$ cat config.mk
export PLATFORM = sky130hd
export DESIGN_NAME = issue_queue_dual_flat
export DESIGN_NICKNAME = d
export VERILOG_FILES = /design/src/rtl/issue_queue_dual_if.sv /design/src/rtl/issue_queue_dual.sv /design/src/flat_wrapper.sv
export SDC_FILE = /design/constraint.sdc
export NUM_CORES = 2
export LEC_CHECK = 0
export CAP_MARGIN = 10
export CORE_MARGIN = 2
export CORE_UTILIZATION = 30
export DETAILED_ROUTE_END_ITERATION = 7
export GPL_TIMING_DRIVEN = 0
export PLACE_DENSITY = 0.5
export SYNTH_ARGS = -nofsm -noshare
export SYNTH_HDL_FRONTEND = slang
export SYNTH_SLANG_ARGS = --single-unit
$ cat constraint.sdc
create_clock -name clk -period 20.8 [get_ports clk]
set_input_delay 2.08 -clock clk [delete_from_list [all_inputs] [get_ports clk]]
set_output_delay 2.08 -clock clk [all_outputs]
set_load 0.02 [all_outputs]
$ cat src/rtl/issue_queue_dual_if.sv
// issue_queue_dual_if
//   Bundles every handshake/bus signal of issue_queue_dual.
//   slave  : the issue queue itself.
//   master : the surrounding pipeline (decode, forwarding network, RF, EX).
//
//   Signal groups:
//     in_*     decoded instruction pair, in_valid[1] implies in_valid[0]
//     fwd_*    NFWD forwarding channels, channel 0 youngest / highest priority
//     rf_*     four combinational register-file read ports
//     ex0_*    pipe 0 (ALU/branch) output stage
//     ex1_*    pipe 1 (AG) output stage
//     ex_older pipe index holding the older instruction of a dual issue
//     *_cnt    performance counters
//
//   Valid/ready semantics (all handshakes): a transfer happens on a rising
//   clock edge where valid and ready are both 1. While valid is 1 and ready
//   is 0, the producer holds valid and the whole payload stable. The input
//   side accepts the pair as a unit: in_ready only says two entries are free.
interface issue_queue_dual_if #(
  parameter int NFWD = 4,
  parameter int DW   = 32,
  parameter int PCW  = 32,
  parameter int DCW  = 64
);
  logic [1:0]        in_valid;
  logic              in_ready;
  logic [PCW-1:0]    in0_pc, in1_pc, in0_npc, in1_npc;
  logic [DCW-1:0]    in0_dec, in1_dec;

  logic [NFWD-1:0]   fwd_we;
  logic [NFWD-1:0]   fwd_done;
  logic [NFWD*5-1:0] fwd_addr;
  logic [NFWD*DW-1:0] fwd_data;

  logic [4*5-1:0]    rf_raddr;
  logic [4*DW-1:0]   rf_rdata;

  logic              ex0_valid, ex0_ready;
  logic [PCW-1:0]    ex0_pc, ex0_npc;
  logic [DCW-1:0]    ex0_dec;
  logic [DW-1:0]     ex0_opa, ex0_opb;

  logic              ex1_valid, ex1_ready;
  logic [PCW-1:0]    ex1_pc, ex1_npc;
  logic [DCW-1:0]    ex1_dec;
  logic [DW-1:0]     ex1_opa, ex1_opb;

  logic              ex_older;
  logic [31:0]       stall_cnt, dual_cnt;

  modport slave (
    input  in_valid, in0_pc, in1_pc, in0_npc, in1_npc, in0_dec, in1_dec,
    input  fwd_we, fwd_done, fwd_addr, fwd_data, rf_rdata, ex0_ready, ex1_ready,
    output in_ready, rf_raddr,
    output ex0_valid, ex0_pc, ex0_npc, ex0_dec, ex0_opa, ex0_opb,
    output ex1_valid, ex1_pc, ex1_npc, ex1_dec, ex1_opa, ex1_opb,
    output ex_older, stall_cnt, dual_cnt
  );

  modport master (
    output in_valid, in0_pc, in1_pc, in0_npc, in1_npc, in0_dec, in1_dec,
    output fwd_we, fwd_done, fwd_addr, fwd_data, rf_rdata, ex0_ready, ex1_ready,
    input  in_ready, rf_raddr,
    input  ex0_valid, ex0_pc, ex0_npc, ex0_dec, ex0_opa, ex0_opb,
    input  ex1_valid, ex1_pc, ex1_npc, ex1_dec, ex1_opa, ex1_opb,
    input  ex_older, stall_cnt, dual_cnt
  );
endinterface

$ cat src/rtl/issue_queue_dual.sv
// issue_queue_dual
//   DEPTH-entry in-order issue queue feeding two registered output stages:
//   pipe 0 (ALU/branch) and pipe 1 (AG). Operands of the two oldest entries
//   are resolved against NFWD forwarding channels and the register file;
//   up to two instructions issue per cycle, strictly in program order.
//
//   Ports:
//     clk    clock
//     rst_n  asynchronous active-low reset
//     flush  synchronous clear of queue and output stages
//     bus    issue_queue_dual_if.slave (input pair, forwarding, RF, EX stages)
//
//   Optional feature: define ISSUE_PERF_CNT_EN to build the stall/dual
//   performance counters; otherwise stall_cnt and dual_cnt read 0.
//
//   Decode bus fields used here:
//     [3:0] insttype  [8:4] rs  [13:9] rt  [14] rs valid  [15] rt valid
//     [16] write enable  [21:17] write address
module issue_queue_dual #(
  parameter int DEPTH = 4,
  parameter int NFWD  = 4,
  parameter int DW    = 32,
  parameter int PCW   = 32,
  parameter int DCW   = 64
) (
  input  logic                clk,
  input  logic                rst_n,
  input  logic                flush,
  issue_queue_dual_if.slave   bus
);

  localparam int AW = $clog2(DEPTH);
  localparam int CW = AW + 1;

  localparam int DC_INSTTYPE = 0;
  localparam int DC_RS       = 4;
  localparam int DC_RT       = 9;
  localparam int DC_RSV      = 14;
  localparam int DC_RTV      = 15;
  localparam int DC_WE       = 16;
  localparam int DC_WA       = 17;
  localparam logic [3:0] INSTTYPE_AG = 4'd2;

  // Storage
  logic [PCW-1:0] pc_mem  [DEPTH];
  logic [PCW-1:0] npc_mem [DEPTH];
  logic [DCW-1:0] dec_mem [DEPTH];

  logic [AW-1:0] head, tail, head1, tail1;
  logic [CW-1:0] count;

  logic           ex0_valid_q, ex1_valid_q, older_q;
  logic [PCW-1:0] ex0_pc_q, ex0_npc_q, ex1_pc_q, ex1_npc_q;
  logic [DCW-1:0] ex0_dec_q, ex1_dec_q;
  logic [DW-1:0]  ex0_opa_q, ex0_opb_q, ex1_opa_q, ex1_opb_q;

  // Returns {ready, value}. The first matching channel in ascending order
  // wins, so a younger producer shadows an older one for the same register.
  function automatic logic [DW:0] resolve(
    input logic              v,
    input logic [4:0]        a,
    input logic [DW-1:0]     rf,
    input logic [NFWD-1:0]   we,
    input logic [NFWD-1:0]   done,
    input logic [NFWD*5-1:0] addr,
    input logic [NFWD*DW-1:0] data
  );
    logic [DW:0] res;
    logic        hit;
    res = {1'b1, rf};
    hit = 1'b0;
    if (!v || a == 5'd0) begin
      res = {1'b1, {DW{1'b0}}};
    end else begin
      for (int i = 0; i < NFWD; i++) begin
        if (!hit && we[i] && addr[i*5 +: 5] == a) begin
          hit = 1'b1;
          res = {done[i], data[i*DW +: DW]};
        end
      end
    end
    return res;
  endfunction

  assign head1 = head + AW'(1);
  assign tail1 = tail + AW'(1);

  logic [DCW-1:0] d0, d1;
  assign d0 = dec_mem[head];
  assign d1 = dec_mem[head1];

  assign bus.rf_raddr = {d1[DC_RT +: 5], d1[DC_RS +: 5], d0[DC_RT +: 5], d0[DC_RS +: 5]};

  logic [DW:0] r_ha, r_hb, r_na, r_nb;
  assign r_ha = resolve(d0[DC_RSV], d0[DC_RS +: 5], bus.rf_rdata[0*DW +: DW],
                        bus.fwd_we, bus.fwd_done, bus.fwd_addr, bus.fwd_data);
  assign r_hb = resolve(d0[DC_RTV], d0[DC_RT +: 5], bus.rf_rdata[1*DW +: DW],
                        bus.fwd_we, bus.fwd_done, bus.fwd_addr, bus.fwd_data);
  assign r_na = resolve(d1[DC_RSV], d1[DC_RS +: 5], bus.rf_rdata[2*DW +: DW],
                        bus.fwd_we, bus.fwd_done, bus.fwd_addr, bus.fwd_data);
  assign r_nb = resolve(d1[DC_RTV], d1[DC_RT +: 5], bus.rf_rdata[3*DW +: DW],
                        bus.fwd_we, bus.fwd_done, bus.fwd_addr, bus.fwd_data);

  // Issue selection
  logic       h_ag, n_ag, dep, issue_h, issue_n;
  logic [1:0] pipe_free;
  logic       ld0, ld1, use_n0, use_n1;

  always_comb begin
    h_ag      = (d0[DC_INSTTYPE +: 4] == INSTTYPE_AG);
    n_ag      = (d1[DC_INSTTYPE +: 4] == INSTTYPE_AG);
    pipe_free = {!ex1_valid_q || bus.ex1_ready, !ex0_valid_q || bus.ex0_ready};
    // head+1 must not read what the head writes in the same cycle
    dep = d0[DC_WE] && (d0[DC_WA +: 5] != 5'd0) &&
          ((d1[DC_RSV] && d1[DC_RS +: 5] == d0[DC_WA +: 5]) ||
           (d1[DC_RTV] && d1[DC_RT +: 5] == d0[DC_WA +: 5]));
    issue_h = (count != '0) && r_ha[DW] && r_hb[DW] && pipe_free[h_ag];
    issue_n = issue_h && (count >= CW'(2)) && r_na[DW] && r_nb[DW] &&
              (n_ag != h_ag) && pipe_free[n_ag] && !dep;
    ld0    = (issue_h && !h_ag) || (issue_n && !n_ag);
    ld1    = (issue_h && h_ag)  || (issue_n && n_ag);
    // a pipe not fed by the head can only be fed by head+1
    use_n0 = !(issue_h && !h_ag);
    use_n1 = !(issue_h && h_ag);
  end

  // Enqueue/dequeue bookkeeping
  logic          in_ready_w, enq;
  logic [CW-1:0] n_enq, n_deq;

  assign in_ready_w = (count <= CW'(DEPTH - 2));
  assign bus.in_ready = in_ready_w;
  assign enq   = bus.in_valid[0] && in_ready_w;
  assign n_enq = !enq ? CW'(0) : (bus.in_valid[1] ? CW'(2) : CW'(1));
  assign n_deq = CW'(issue_h) + CW'(issue_n);

  always_ff @(posedge clk) begin
    if (enq && !flush) begin
      pc_mem[tail]  <= bus.in0_pc;
      npc_mem[tail] <= bus.in0_npc;
      dec_mem[tail] <= bus.in0_dec;
      if (bus.in_valid[1]) begin
        pc_mem[tail1]  <= bus.in1_pc;
        npc_mem[tail1] <= bus.in1_npc;
        dec_mem[tail1] <= bus.in1_dec;
      end
    end
  end

  always_ff @(posedge clk or negedge rst_n) begin
    if (!rst_n) begin
      head        <= '0;
      tail        <= '0;
      count       <= '0;
      ex0_valid_q <= 1'b0;
      ex1_valid_q <= 1'b0;
      older_q     <= 1'b0;
      ex0_pc_q    <= '0;
      ex0_npc_q   <= '0;
      ex0_dec_q   <= '0;
      ex0_opa_q   <= '0;
      ex0_opb_q   <= '0;
      ex1_pc_q    <= '0;
      ex1_npc_q   <= '0;
      ex1_dec_q   <= '0;
      ex1_opa_q   <= '0;
      ex1_opb_q   <= '0;
    end else if (flush) begin
      head        <= '0;
      tail        <= '0;
      count       <= '0;
      ex0_valid_q <= 1'b0;
      ex1_valid_q <= 1'b0;
      older_q     <= 1'b0;
    end else begin
      head  <= head + AW'(n_deq);
      tail  <= tail + AW'(n_enq);
      count <= count + n_enq - n_deq;

      if (ld0) begin
        ex0_valid_q <= 1'b1;
        ex0_pc_q    <= use_n0 ? pc_mem[head1]  : pc_mem[head];
        ex0_npc_q   <= use_n0 ? npc_mem[head1] : npc_mem[head];
        ex0_dec_q   <= use_n0 ? d1 : d0;
        ex0_opa_q   <= use_n0 ? r_na[DW-1:0] : r_ha[DW-1:0];
        ex0_opb_q   <= use_n0 ? r_nb[DW-1:0] : r_hb[DW-1:0];
      end else if (bus.ex0_ready) begin
        ex0_valid_q <= 1'b0;
        ex0_pc_q    <= '0;
        ex0_npc_q   <= '0;
        ex0_dec_q   <= '0;
        ex0_opa_q   <= '0;
        ex0_opb_q   <= '0;
      end

      if (ld1) begin
        ex1_valid_q <= 1'b1;
        ex1_pc_q    <= use_n1 ? pc_mem[head1]  : pc_mem[head];
        ex1_npc_q   <= use_n1 ? npc_mem[head1] : npc_mem[head];
        ex1_dec_q   <= use_n1 ? d1 : d0;
        ex1_opa_q   <= use_n1 ? r_na[DW-1:0] : r_ha[DW-1:0];
        ex1_opb_q   <= use_n1 ? r_nb[DW-1:0] : r_hb[DW-1:0];
      end else if (bus.ex1_ready) begin
        ex1_valid_q <= 1'b0;
        ex1_pc_q    <= '0;
        ex1_npc_q   <= '0;
        ex1_dec_q   <= '0;
        ex1_opa_q   <= '0;
        ex1_opb_q   <= '0;
      end

      if (issue_h) older_q <= issue_n ? h_ag : 1'b0;
    end
  end

  assign bus.ex0_valid = ex0_valid_q;
  assign bus.ex0_pc    = ex0_pc_q;
  assign bus.ex0_npc   = ex0_npc_q;
  assign bus.ex0_dec   = ex0_dec_q;
  assign bus.ex0_opa   = ex0_opa_q;
  assign bus.ex0_opb   = ex0_opb_q;
  assign bus.ex1_valid = ex1_valid_q;
  assign bus.ex1_pc    = ex1_pc_q;
  assign bus.ex1_npc   = ex1_npc_q;
  assign bus.ex1_dec   = ex1_dec_q;
  assign bus.ex1_opa   = ex1_opa_q;
  assign bus.ex1_opb   = ex1_opb_q;
  assign bus.ex_older  = older_q;

`ifdef ISSUE_PERF_CNT_EN
  logic [31:0] stall_q, dual_q;

  // Counters survive flush; only reset clears them.
  always_ff @(posedge clk or negedge rst_n) begin
    if (!rst_n) begin
      stall_q <= '0;
      dual_q  <= '0;
    end else if (!flush) begin
      if (count != '0 && !issue_h) stall_q <= stall_q + 32'd1;
      if (issue_n)                 dual_q  <= dual_q + 32'd1;
    end
  end

  assign bus.stall_cnt = stall_q;
  assign bus.dual_cnt  = dual_q;
`else
  assign bus.stall_cnt = '0;
  assign bus.dual_cnt  = '0;
`endif

endmodule

$ cat src/flat_wrapper.sv
// flat-port wrapper written by rule: the top's interface ports become plain ports
module issue_queue_dual_flat 
#(
  parameter int DEPTH = 4,
  parameter int NFWD  = 4,
  parameter int DW    = 32,
  parameter int PCW   = 32,
  parameter int DCW   = 64
)
  (clk, rst_n, flush, bus_in_valid, bus_in0_pc, bus_in1_pc, bus_in0_npc, bus_in1_npc, bus_in0_dec, bus_in1_dec, bus_fwd_we, bus_fwd_done, bus_fwd_addr, bus_fwd_data, bus_rf_rdata, bus_ex0_ready, bus_ex1_ready, bus_in_ready, bus_rf_raddr, bus_ex0_valid, bus_ex0_pc, bus_ex0_npc, bus_ex0_dec, bus_ex0_opa, bus_ex0_opb, bus_ex1_valid, bus_ex1_pc, bus_ex1_npc, bus_ex1_dec, bus_ex1_opa, bus_ex1_opb, bus_ex_older, bus_stall_cnt, bus_dual_cnt);
  issue_queue_dual_if #(.NFWD(NFWD), .DW(DW), .PCW(PCW), .DCW(DCW)) bus_i ();
  input  logic clk;
  input  logic rst_n;
  input  logic flush;
  input wire logic [$bits(bus_i.in_valid)-1:0] bus_in_valid;
  input wire logic [$bits(bus_i.in0_pc)-1:0] bus_in0_pc;
  input wire logic [$bits(bus_i.in1_pc)-1:0] bus_in1_pc;
  input wire logic [$bits(bus_i.in0_npc)-1:0] bus_in0_npc;
  input wire logic [$bits(bus_i.in1_npc)-1:0] bus_in1_npc;
  input wire logic [$bits(bus_i.in0_dec)-1:0] bus_in0_dec;
  input wire logic [$bits(bus_i.in1_dec)-1:0] bus_in1_dec;
  input wire logic [$bits(bus_i.fwd_we)-1:0] bus_fwd_we;
  input wire logic [$bits(bus_i.fwd_done)-1:0] bus_fwd_done;
  input wire logic [$bits(bus_i.fwd_addr)-1:0] bus_fwd_addr;
  input wire logic [$bits(bus_i.fwd_data)-1:0] bus_fwd_data;
  input wire logic [$bits(bus_i.rf_rdata)-1:0] bus_rf_rdata;
  input wire logic [$bits(bus_i.ex0_ready)-1:0] bus_ex0_ready;
  input wire logic [$bits(bus_i.ex1_ready)-1:0] bus_ex1_ready;
  output wire logic [$bits(bus_i.in_ready)-1:0] bus_in_ready;
  output wire logic [$bits(bus_i.rf_raddr)-1:0] bus_rf_raddr;
  output wire logic [$bits(bus_i.ex0_valid)-1:0] bus_ex0_valid;
  output wire logic [$bits(bus_i.ex0_pc)-1:0] bus_ex0_pc;
  output wire logic [$bits(bus_i.ex0_npc)-1:0] bus_ex0_npc;
  output wire logic [$bits(bus_i.ex0_dec)-1:0] bus_ex0_dec;
  output wire logic [$bits(bus_i.ex0_opa)-1:0] bus_ex0_opa;
  output wire logic [$bits(bus_i.ex0_opb)-1:0] bus_ex0_opb;
  output wire logic [$bits(bus_i.ex1_valid)-1:0] bus_ex1_valid;
  output wire logic [$bits(bus_i.ex1_pc)-1:0] bus_ex1_pc;
  output wire logic [$bits(bus_i.ex1_npc)-1:0] bus_ex1_npc;
  output wire logic [$bits(bus_i.ex1_dec)-1:0] bus_ex1_dec;
  output wire logic [$bits(bus_i.ex1_opa)-1:0] bus_ex1_opa;
  output wire logic [$bits(bus_i.ex1_opb)-1:0] bus_ex1_opb;
  output wire logic [$bits(bus_i.ex_older)-1:0] bus_ex_older;
  output wire logic [$bits(bus_i.stall_cnt)-1:0] bus_stall_cnt;
  output wire logic [$bits(bus_i.dual_cnt)-1:0] bus_dual_cnt;
  assign bus_i.in_valid = bus_in_valid;
  assign bus_i.in0_pc = bus_in0_pc;
  assign bus_i.in1_pc = bus_in1_pc;
  assign bus_i.in0_npc = bus_in0_npc;
  assign bus_i.in1_npc = bus_in1_npc;
  assign bus_i.in0_dec = bus_in0_dec;
  assign bus_i.in1_dec = bus_in1_dec;
  assign bus_i.fwd_we = bus_fwd_we;
  assign bus_i.fwd_done = bus_fwd_done;
  assign bus_i.fwd_addr = bus_fwd_addr;
  assign bus_i.fwd_data = bus_fwd_data;
  assign bus_i.rf_rdata = bus_rf_rdata;
  assign bus_i.ex0_ready = bus_ex0_ready;
  assign bus_i.ex1_ready = bus_ex1_ready;
  assign bus_in_ready = bus_i.in_ready;
  assign bus_rf_raddr = bus_i.rf_raddr;
  assign bus_ex0_valid = bus_i.ex0_valid;
  assign bus_ex0_pc = bus_i.ex0_pc;
  assign bus_ex0_npc = bus_i.ex0_npc;
  assign bus_ex0_dec = bus_i.ex0_dec;
  assign bus_ex0_opa = bus_i.ex0_opa;
  assign bus_ex0_opb = bus_i.ex0_opb;
  assign bus_ex1_valid = bus_i.ex1_valid;
  assign bus_ex1_pc = bus_i.ex1_pc;
  assign bus_ex1_npc = bus_i.ex1_npc;
  assign bus_ex1_dec = bus_i.ex1_dec;
  assign bus_ex1_opa = bus_i.ex1_opa;
  assign bus_ex1_opb = bus_i.ex1_opb;
  assign bus_ex_older = bus_i.ex_older;
  assign bus_stall_cnt = bus_i.stall_cnt;
  assign bus_dual_cnt = bus_i.dual_cnt;
  issue_queue_dual #(.DEPTH(DEPTH), .NFWD(NFWD), .DW(DW), .PCW(PCW), .DCW(DCW)) u_core (.clk(clk), .rst_n(rst_n), .flush(flush), .bus(bus_i));
endmodule
Word-level counts from Yosys, hierarchy flattened

Memory sizes are Yosys's and may differ from the RTL's.
Cells that the tools add are included.

Multiplexer cells: 91
Bitwise logic cells: 1
$add $sub $neg: 7
Reduce and logical (&&, ||, !) cells: 91
$lt $le $gt $ge: 4
Eq/ne operators: 21

Operators by type and width:

| operator                                                   | number |
|---|---|
| two-way mux 33 bit                                         | 20 |
| two-way mux 32 bit                                         | 18 |
| two-way mux 64 bit                                         | 6 |
| == test 5 bit                                              | 18 |
| logical AND 1 bit                                          | 47 |
| two-way mux 1 bit                                          | 42 |
| logical NOT 1 bit                                          | 22 |
| logical NOT 5 bit                                          | 4 |
| logical OR 1 bit                                           | 9 |
| nonzero test 3 bit                                         | 3 |
| == test 4 x 2 -> 1 bit, second input constant              | 2 |
| two-way mux 2 bit                                          | 3 |
| two-way mux 3 bit                                          | 2 |
| nonzero test 2 bit                                         | 3 |
| nonzero test 5 bit                                         | 1 |
| adder 2 x 1 -> 2 bit, second input constant                | 2 |
| adder 2 bit                                                | 2 |
| less-than comparator 1 x 2 -> 1 bit, second input constant | 2 |
| AND reduction 2 bit                                        | 2 |
| adder 3 bit                                                | 1 |
| >= comparator 3 x 2 -> 1 bit, second input constant        | 1 |
| <= comparator 3 x 2 -> 1 bit, second input constant        | 1 |
| subtractor 3 bit                                           | 1 |
| adder 1 x 1 -> 2 bit                                       | 1 |
| other kinds (2)                                            | 2 |

Input port bits: 547
Memories: 3
Word-level logic and storage cells: 234
Flip-flop bits (word level): 394
RAM bits: 512

Memory list:

| name           | words | bits a word | rd ports | clocked after memory_dff | wr ports | RTL line               | text |
|---|---|---|---|---|---|---|---|
| u_core.dec_mem | 4     | 64          | 2        | 0                        | 2        | issue_queue_dual.sv:47 | `logic [DCW-1:0] dec_mem [DEPTH];` |
| u_core.npc_mem | 4     | 32          | 2        | 0                        | 2        | issue_queue_dual.sv:46 | `logic [PCW-1:0] npc_mem [DEPTH];` |
| u_core.pc_mem  | 4     | 32          | 2        | 0                        | 2        | issue_queue_dual.sv:45 | `logic [PCW-1:0] pc_mem [DEPTH];` |

Logic depth before layout (Yosys ltp)

An unclocked memory read counts as a cell.

Depth after elaboration: 33
Gate-level depth with buffers: 25
Gate-level depth less buffers: 19

Worst setup path before layout

No wires, ideal clock.

Kind: input port to flip-flop
From: input flush
To: memory u_core.dec_mem[0][0] (enable)
Data required time: 20140 ps
Arrival: 9019 ps
Library setup time: 660 ps
Path buffers: 1
Path slack: 11121 ps
Cell stages on the path: 3
Path through: clkbuf_1 -> or3_1 -> o22ai_1

RTL lines:

| item            | RTL line               | text |
|---|---|---|
| start, declared | flat_wrapper.sv:14     | `input logic flush;` |
| end, declared   | issue_queue_dual.sv:47 |  |

Worst setup path after layout

From: input bus_fwd_addr[6]
To: register u_core.count[2]

Longest elaborated chain between the ends: 26

Ends and longest elaborated chain:

| item                           | RTL line                | text |
|---|---|---|
| start, declared                | flat_wrapper.sv:24      | `input wire logic [$bits(bus_i.fwd_addr)-1:0] bus_fwd_addr;` |
| == test 5 bit                  | issue_queue_dual.sv:76  | `if (!hit && we[i] && addr[i*5 +: 5] == a) begin` |
| logical AND 1 bit              | issue_queue_dual.sv:76  |  |
| two-way mux 1 bit              | issue_queue_dual.sv:76  |  |
| two-way mux 1 bit              | issue_queue_dual.sv:72  | `if (!v \|\| a == 5'd0) begin` |
| logical NOT 1 bit              | issue_queue_dual.sv:76  |  |
| logical AND 1 bit (2 in a row) | issue_queue_dual.sv:76  |  |
| two-way mux 1 bit              | issue_queue_dual.sv:76  |  |
| two-way mux 1 bit              | issue_queue_dual.sv:72  |  |
| [3 not listed]                 | --                      |  |
| two-way mux 33 bit             | issue_queue_dual.sv:76  |  |
| two-way mux 33 bit             | issue_queue_dual.sv:72  |  |
| logical AND 1 bit (3 in a row) | issue_queue_dual.sv:117 | `issue_h = (count != '0) && r_ha[DW] && r_hb[DW] && pipe_free[h_ag];` |
| logical AND 1 bit (4 in a row) | issue_queue_dual.sv:118 | `issue_n = issue_h && (count >= CW'(2)) && r_na[DW] && r_nb[DW] &&` |
| logical AND 1 bit (2 in a row) | issue_queue_dual.sv:119 | `(n_ag != h_ag) && pipe_free[n_ag] && !dep;` |
| adder 1 x 1 -> 2 bit (*)       | issue_queue_dual.sv:135 | `assign n_deq = CW'(issue_h) + CW'(issue_n);` |
| subtractor 3 bit (*)           | issue_queue_dual.sv:178 | `count <= count + n_enq - n_deq;` |
| two-way mux 3 bit (*)          | issue_queue_dual.sv:168 | `end else if (flush) begin` |
| end signal, assigned           | issue_queue_dual.sv:178 |  |
| end, declared                  | issue_queue_dual.sv:50  | `logic [CW-1:0] count;` |

Every way passes the cells marked *; elsewhere a longest branch is shown, timed or not. The select of a mux whose other input is x is not followed.
A chain may end at the register's enable or synchronous reset.

==> results.py <==
metrics = {
    "synth": {
        "synthFlopType": "edfxtp_1",
        "post_synth_and_or_nand_nor_area_fraction_pct": 11.1,
        "synth_cell_types": 81,
        "syn_area_mm2": 0.0574,
        "syn_inst": 5504,
        "synth_edf_count": 512,
        "synthMuxAreaShare_pct": 17.3,
        "avgSynthCellArea_um2": 10.4,
        "yosysSeqAreaShare_pct": 44.0,
        "synth_xor_area_share_pct": 1.48,
        "async_flop_share_pct": 43.5,
        "synthAdderAreaFrac_pct": 0.179,
        "synth_top_family_by_area": "compound AO/OA/AOI/OAI gates",
        "synth_compound_area_share_pct": 20.2,
        "yosys_warnings": 0,
        "synth-seq-cells": 906,
    },
    "cells_and_area": {
        "drive_above_1_share_pct": 18.2,
        "mostFrequentLayoutCells": "clkdlybuf4s50_1, mux2_2, nor3_1",
        "fin_cells": 9351,
        "n_fill_cell": 18800,
        "utilization_pct": 39.6,
        "final_common_cell": "clkdlybuf4s50_1",
        "finish.instance_area_mm2": 0.0753,
        "area_delta_synth_final_pct": 31.3,
        "num-nets-final": 7230,
    },
    "pwr": {
        "p_total_mw": 9.97,
        "peakVddDrop_v": 0.0000997,
        "power_density_mw_per_mm2": 132,
        "p_leak_nw": 26.8,
    },
    "cts": {
        "post_cts_resized": 0,
        "cts_tree": "built",
        "clk_pin_slew_worst_paths_ps": 70,
        "cts_buffers": 112,
        "cts_root_buffer": "clkbuf_16",
        "clk_path_buf_depth": 3,
        "cts_max_level": 3,
        "cts-hold-fix-buffers": 0,
        "clock_latency_ps": 810,
        "post_cts_buffers": 0,
        "cts_sinks": 906,
    },
    "critical_path": {
        "reg2reg_from": "u_core.head[0]$_DFF_PN0_",
        "end_kind": "register",
        "cp.arrival_ps": 8680,
        "crit_required_ps": 21460,
        "cp_max_fo": 10,
        "ff2ff_setup_slack_ps": 13250,
        "crit_path_start": "bus_fwd_addr[6]",
        "crit_path_start_kind": "input pin",
        "path_class": "in2reg",
    },
    "timing": {
        "fmax_mhz": 125,
        "min_period_over_period_pct": 38.5,
        "finClkSkew_ps": 83.8,
        "setup_violations": 0,
        "grt_setup_unrepaired": "no",
        "slew_violations": 0,
        "worst_pin_slew_ps": 1450,
        "fin_crit_ps": 8020,
        "fin_ws_ps": 12780,
        "tns_ps": 0,
        "hold_viol_final": 0,
        "hold_ws_ps": 487,
        "slew_headroom_pct": 2.78,
    },
    "detailed_routing": {
        "drt_iter0_markers": 6908,
        "drtAntennaViolNets": 0,
        "post_drt_wl_per_cell_um": 37.4,
        "vias_per_cell": 6.06,
        "drc": 0,
        "vias": 56700,
        "drt-pass1-iter-count": 6,
        "routed_wl_um": 350000,
    },
    "die": {
        "dieWidth_um": 441,
        "start_util_pct": 30.2,
        "io_pins": 1019,
        "die_height_um": 441,
        "die_area_mm2": 0.195,
        "rows": 160,
        "core_area_mm2": 0.190,
    },
    "global_routing": {
        "grt_pass1_wl_um": 467000,
        "grt_pass1_vias": 54900,
        "grt_antenna_before_repair": 108,
        "grt_max_degree": 91,
        "grt_usage_pct": 34.5,
        "grt-ovfl-total": 0,
    },
    "status": {
        "status": "finished clean",
    },
    "place": {
        "place_area_mm2": 0.0712,
        "placed_cells": 9069,
        "pre_cts_slack_ps": 12180,
        "numPortBuffers": 943,
        "dpl.hpwl_um": 269000,
        "gp_congestion": 0.988,
    },
    "worst_hold_path": {
        "hold_start": "u_core.bus.ex1_dec[9]$_DFFE_PN0P_",
        "min-delay-path-class": "reg2reg",
    },
    "run": {
        "cap_violations": 0,
    },
}
-- where the power goes --
| part | internal, mW | switching, mW |
|---|---|---|
| Sequential | 2.24 | 0.300 |
| Clock | 1.21 | 0.891 |
| Combinational | 1.77 | 3.56 |
-- layout make-up --
| class | count | area [um^2] | area share, % |
|---|---|---|---|
| plain buffers | 648 | 3030 | 4.03 |
| flip-flops and latches | 906 | 25200 | 33.5 |
| repair buffers | 995 | 10500 | 14.0 |
| diodes | 65 | 163 | 0.216 |
| clock buffers | 147 | 3060 | 4.06 |
| well taps | 2511 | 3140 | 4.17 |
| clock inverters | 66 | 787 | 1.05 |
| inverters | 81 | 304 | 0.404 |
| multi-input cells | 3932 | 29100 | 38.6 |
-- logic make-up after synthesis --
| logic type | after synthesis |
|---|---|
| adder cells (fa/ha/maj) | 7 |
| flip-flops | 906 |
| AND/OR/NAND/NOR | 1384 |
| buffers and inverters | 729 |
| multiplexers | 873 |
| XOR/XNOR | 96 |
| other | 1 |
| AO/OA/AOI/OAI | 1508 |
-- sequential cells by signal, indices dropped and copies added (netlist names), 64 cells and up --
name                flops
u_core.bus.ex0_dec     64
u_core.bus.ex1_dec     64
u_core.dec_mem        256
u_core.npc_mem        128
u_core.pc_mem         128
-- path summary, 6_finish.rpt --
path	endpoint	depth (start not counted)
setup / recovery	u_core.count[2]$_DFF_PN0_	22
max in group asynchronous	u_core.bus.ex0_dec[29]$_DFFE_PN0P_	3
hold reg to reg	u_core.bus.ex1_dec[9]$_DFFE_PN0P_	1
hold / removal	u_core.bus.ex1_dec[9]$_DFFE_PN0P_	1
setup reg to reg	u_core.count[2]$_DFF_PN0_	24
min in group asynchronous	u_core.bus.ex1_dec[0]$_DFFE_PN0P_	1
-- cell usage after synthesis (61+ instances only) --
| cell type | instances | share of area [%] |
|---|---|---|
| o32ai_1 | 88 | 1.3 |
| o31ai_1 | 64 | 0.84 |
| dfrtp_1 | 394 | 17 |
| inv_1 | 81 | 0.53 |
| buf_4 | 73 | 0.96 |
| nor2_1 | 405 | 2.7 |
| nand2_1 | 246 | 1.6 |
| xnor2_1 | 71 | 1.1 |
| o2bb2ai_1 | 61 | 0.93 |
| o22ai_1 | 94 | 1.0 |
| a311oi_1 | 66 | 1.0 |
| clkbuf_1 | 388 | 2.5 |
| edfxtp_1 | 512 | 27 |
| buf_2 | 133 | 1.2 |
| a32o_1 | 156 | 2.7 |
| mux2_2 | 609 | 12 |
| nor3_1 | 546 | 4.8 |
| a22oi_1 | 64 | 0.84 |
| o21a_1 | 73 | 0.96 |
| a21oi_1 | 115 | 1.0 |
| mux2i_1 | 232 | 4.0 |
| a22o_1 | 96 | 1.5 |
| o21ai_0 | 305 | 2.7 |
-- layer usage --
| metal | track usage [%] | share of wire [%] | routed length (um) |
|---|---|---|---|
| met5 | 0 | 0.055 | 191 |
| met2 | 57.2 | 47 | 166000 |
| met3 | 7.62 | 8.5 | 29700 |
| met1 | 38.7 | 35 | 124000 |
| met4 | 26.7 | 8.7 | 30600 |
-- critical path, stage by stage --
cell and delay (ps):
clkdlybuf4s50_1 620, xnor2_1 160, nand4_1 170, nor2_1 990, or3_1 220, buf_2 360, o221ai_4 280, nand2_2 440
buf_2 390, buf_1 850, a21oi_1 240, inv_1 110, nor2_1 50, ha_1 310, ha_1 290, inv_1 60
ha_1 130, inv_1 50, fa_1 430, xnor2_1 200, xnor2_1 150, nor2_1 60
(Power assumes the default switching activity.)
